==> src/rtl/input_debouncer_if.sv <==
// input_debouncer_if: raw inputs toward the debouncer, clean levels (and per-channel busy
// when INPUT_DEBOUNCER_BUSY_EN is defined) back out.
interface input_debouncer_if #(parameter int WIDTH = 2);
  logic [WIDTH-1:0] signal_in;
  logic [WIDTH-1:0] signal_out;
`ifdef INPUT_DEBOUNCER_BUSY_EN
  logic [WIDTH-1:0] busy;
  modport master(output signal_in, input signal_out, input busy);
  modport slave(input signal_in, output signal_out, output busy);
`else
  modport master(output signal_in, input signal_out);
  modport slave(input signal_in, output signal_out);
`endif
endinterface

==> src/rtl/input_debouncer.sv <==
// input_debouncer: per-channel synchroniser plus STABLE_CYCLES debounce counter.
// Optional INPUT_DEBOUNCER_BUSY_EN exposes a per-channel "counting" flag.
module input_debouncer #(
  parameter int WIDTH = 2,
  parameter int SYNC_STAGES = 2,
  parameter int STABLE_CYCLES = 1000
) (
  input logic clk,
  input logic async_nreset,
  input_debouncer_if.slave bus
);
  localparam int CW = $clog2(STABLE_CYCLES + 1);
  typedef enum logic {STABLE, COUNTING} state_t;
  for (genvar i = 0; i < WIDTH; i++) begin : g_ch
    logic [SYNC_STAGES-1:0] sync;
    logic [CW-1:0] cnt;
    logic out;
    logic s;
    state_t state;
    assign s = sync[SYNC_STAGES-1];
    always_ff @(posedge clk or negedge async_nreset)
      if (!async_nreset) begin
        sync <= '0;
        cnt <= '0;
        out <= 1'b0;
        state <= STABLE;
      end else begin
        sync <= {sync[SYNC_STAGES-2:0], bus.signal_in[i]};
        if (state == STABLE) begin
          // a single differing sample suffices when STABLE_CYCLES is 1
          if (s != out) begin
            if (STABLE_CYCLES == 1) out <= s;
            else begin
              cnt <= CW'(1);
              state <= COUNTING;
            end
          end
        end else if (s == out || cnt == CW'(STABLE_CYCLES - 1)) begin
          if (s != out) out <= s;
          cnt <= '0;
          state <= STABLE;
        end else cnt <= cnt + 1'b1;
      end
    assign bus.signal_out[i] = out;
`ifdef INPUT_DEBOUNCER_BUSY_EN
    assign bus.busy[i] = (state == COUNTING);
`endif
  end
endmodule

==> src/flat_wrapper.sv <==
// flat-port wrapper written by rule: the top's interface ports become plain ports
module input_debouncer_flat 
#(
  parameter int WIDTH = 2,
  parameter int SYNC_STAGES = 2,
  parameter int STABLE_CYCLES = 1000
)
  (clk, async_nreset, bus_signal_in, bus_signal_out);
  input_debouncer_if #(.WIDTH(WIDTH)) bus_i ();
  input logic clk;
  input logic async_nreset;
  input wire logic [$bits(bus_i.signal_in)-1:0] bus_signal_in;
  output wire logic [$bits(bus_i.signal_out)-1:0] bus_signal_out;
  assign bus_i.signal_in = bus_signal_in;
  assign bus_signal_out = bus_i.signal_out;
  input_debouncer #(.WIDTH(WIDTH), .SYNC_STAGES(SYNC_STAGES), .STABLE_CYCLES(STABLE_CYCLES)) u_core (.clk(clk), .async_nreset(async_nreset), .bus(bus_i));
endmodule
==> config.mk <==
export PLATFORM = sky130hd
export DESIGN_NAME = input_debouncer_flat
export DESIGN_NICKNAME = d
export VERILOG_FILES = /design/src/rtl/input_debouncer_if.sv /design/src/rtl/input_debouncer.sv /design/src/flat_wrapper.sv
export SDC_FILE = /design/constraint.sdc
export NUM_CORES = 1
export LEC_CHECK = 0
export CAP_MARGIN = 20
export CORE_ASPECT_RATIO = 0.9
export CORE_MARGIN = 2
export CORE_UTILIZATION = 59
export CTS_CLUSTER_SIZE = 24
export DETAILED_ROUTE_END_ITERATION = 12
export PLACE_DENSITY = 0.78
export SLEW_MARGIN = 20
export SYNTH_ARGS = -nofsm -noshare
export SYNTH_HDL_FRONTEND = slang
export SYNTH_SLANG_ARGS = --single-unit
export TNS_END_PERCENT = 20
==> constraint.sdc <==
create_clock -name clk -period 2.1 [get_ports clk]
set_input_delay 0.21 -clock clk [delete_from_list [all_inputs] [get_ports clk]]
set_output_delay 0.21 -clock clk [all_outputs]
set_load 0.01 [all_outputs]
==> qor.yml <==
cells_and_area:
  syn2layout_area_growth_pct: 6.32
  fin_nets: 163
  drive_gt1_share_pct: 11.5
  diodes: 0
yosys:
  synth_top_cell_area_share_pct: 46.6
  syn_nets: 159
  yosys.area.top_type: "dfrtp_1"
  synth_common_cells: "28 x dfrtp_1, 14 x nand2_1, 12 x o21ai_0"
  post_synth.cell_area_avg_um2: 9.84
  synth-async-reset-ratio_pct: 100
  yosysMostFrequentCell: "dfrtp_1"
  ys_seq_elements: 28
  yosys_most_used_dff: "dfrtp_1"
  ys.warnings.count: 0
  synthCells: 153
  synth_area_um2: 1510
  synth_edf_count: 0
  ys_types: 45
  netlist_top_cells_area: "dfrtp_1 47%, o21ai_0 4.0%, nand2_1 3.5%"
  yosysSeqAreaShare_pct: 46.6
worst_setup_path:
  arrival_ns: 2.05
  timing.rr.start: "u_core.g_ch[1].cnt[0]"
  r2r_setup_slack_ns: 0.28
  crit_path_start_kind: "register"
  critical_path_class: "register to register"
  startpoint: "u_core.g_ch[1].cnt[0]"
  crit_path_end_kind: "register"
  crit_fanout: 5
  cp-endpoint: "u_core.g_ch[1].cnt[7]"
  r2r_end: "u_core.g_ch[1].cnt[7]"
  worst-r2r-cell-count: 5
  cp.required_ns: 2.33
timing:
  setup_viol: 0
  whs_ns: 0.218
  worst_pin_slew_ns: 0.530
  rsz0062_at_grt: "no"
  period_share_pct: 86.6
  relSlewSlack_pct: 64.1
  skew_ns: 0.0113
  drv_slew: 0
  fmax_mhz: 550
  min_period_ns: 1.82
  hold_viol_final: 0
  fin_setup_tns_ns: 0
floorplanning:
  die_area_um2: 2970
  pin_count: 6
  start_util_pct: 61.5
  fp.coreArea_um2: 2450
  die_w_um: 57.2
  row_count: 17
  die_h_um: 51.9
pwr:
  peakVddDrop_uv: 451
  p_comb_share_pct: 7.8
  power_density_nw_per_um2: 633
  clockPowerShare_pct: 35.0
  sequentialPowerShare_pct: 57.1
  p_leak_nw: 0.652
  p_int_uw: 782
  p_sw_share_pct: 22.8
  power_switching_uw: 231
place:
  dp_hpwl_mm: 2.01
  io_buffers: 5
  gp_congestion: 0.895
clocking:
  ctsHoldBuffers: 0
  post-cts-setup-buffers: 0
  cts-resized-gates: 0
  clk_pin_slew_worst_paths_ns: 0.16
  cts_max_path_buffers: 2
  root_buffer: "clkbuf_4"
  clkLatencyLatePin_ns: 0.33
  htree_levels: 1
  clkSinkCount: 28
  cts_tree: "yes"
  numCtsBuffers: 3
grt:
  grt_start_max_net_pins: 29
  antenna_found_initial: 0
  grt_overflow: 0
  grt_first_pass_wirelength_mm: 4.71
  grtUsageTotal_pct: 20.4
  grt_pass1_vias: 1035
routing:
  routed-via-count: 1156
  ant_nets: 0
  drtIter0Drc: 48
  wl_per_cell_um: 15.1
  drc: 0
  routed_wl_mm: 2.78
  vias_per_cell: 6.28
  first_pass_iters: 4
outcome:
  status: "complete, no violations"
job:
  max_cap_viol_count: 0
hold_path:
  min_path_type: "input port to asynchronous set/reset pin"
[worst min path at each step]
| stage | from | endpoint | slack [ns] | cells after the start |
|---|---|---|---|---|
| detailed placement | u_core.g_ch[1].sync[0] | u_core.g_ch[1].sync[1] | 0.34 | 0 |
| floorplan | async_nreset | u_core.g_ch[0].cnt[0] | -0.09 | 0 |
| CTS | async_nreset | u_core.g_ch[0].cnt[5] | 0.23 | 2 |
| global placement | u_core.g_ch[1].sync[0] | u_core.g_ch[1].sync[1] | 0.34 | 0 |
| finish | async_nreset | u_core.g_ch[0].cnt[5] | 0.22 | 2 |
| global route | async_nreset | u_core.g_ch[0].cnt[8] | 0.26 | 2 |
[per-stage QoR]
stage | instances | setup slack [ns] | util (%) | instance area [um2] | power, mW
after detailed placement | 180 | 0.337 | 63.3 | 1550 | 0.668
after floorplan | 153 | 0.566 | - | 1510 | 0.637
after global routing | 184 | 0.0921 | 65.4 | 1600 | 1.05
after global placement | 180 | 0.371 | 63.3 | 1550 | 0.662
final | 184 | 0.281 | 65.4 | 1600 | 1.01
after CTS | 184 | 0.309 | 65.4 | 1600 | 1.02
[state kept, by name (all words and copies together), names as in the netlist]
signal / flops
u_core.g_ch.out: 2
u_core.g_ch.state: 2
u_core.g_ch.cnt: 20
u_core.g_ch.sync: 4
[power by group through the flow]
stage                     registers (mW)  logic (mW)  clock network [mW]
after floorplan                    0.581      0.0557                   0
after global placement             0.587      0.0750                   0
after detailed placement           0.589      0.0791                   0
after CTS                          0.579      0.0795               0.359
after global routing               0.583      0.0896               0.380
final                              0.579      0.0793               0.355
[logic make-up (layout without fill, tap and decap cells)]
kind of cell             count (synthesis)  after routing  share of synthesized area (%)
buffers and inverters                   13             16                           4.82
adder cells (fa/ha/maj)                  2              2                           1.66
AO/OA/AOI/OAI                           37             37                           16.9
XOR/XNOR                                 5              5                           3.91
flip-flops                              28             28                           46.6
multiplexers                             3              3                           2.24
AND/OR/NAND/NOR                         65             65                           23.9
[layout by cell type, fill, tap and decap left out, drive strengths merged, types with 3 or more instances in the layout]
| cell | synthesis | routed |
|---|---|---|
| clkbuf | 2 | 3 |
| nor3 | 4 | 4 |
| xor2 | 3 | 3 |
| nand3 | 9 | 9 |
| dfrtp | 28 | 28 |
| o21ai | 12 | 12 |
| nand4 | 5 | 5 |
| a21oi | 4 | 4 |
| nor3b | 3 | 3 |
| inv | 6 | 6 |
| clkdlybuf4s50 | 0 | 5 |
| a22o | 3 | 3 |
| or4 | 3 | 3 |
| nand2 | 16 | 16 |
| or3 | 7 | 7 |
| mux2 | 3 | 3 |
| o211ai | 3 | 3 |
| and3 | 3 | 3 |
| nor2 | 6 | 6 |
[layout make-up]
| class | instances | area (um2) |
|---|---|---|
| clock buffers | 3 | 22.5 |
| clock inverters | 1 | 30.0 |
| repair buffers | 6 | 57.6 |
| fillers | 186 | 846 |
| well taps | 28 | 35.0 |
| flip-flops and latches | 28 | 701 |
| inverters | 6 | 22.5 |
| multi-input cells | 112 | 732 |
[routing by layer]
layer	part of all wire (%)	wire length (um)	global-route usage, %	up-vias
met1	50	1390	29.4	553
met3	3.7	102	2.24	4
met5	0	0	0	-
met2	45	1260	33.1	28
li1	-	-	-	571
met4	1.0	29	5.81	0
[worst max-delay path, cell delays in order, from the launching register on]
cell and delay, ns:
dfrtp_1 0.44, ha_1 0.26, nand4b_1 0.20, o311ai_1 0.51
a2bb2oi_1 0.22, o21ai_0 0.09
No activity file was read; power rests on OpenSTA's default activity.
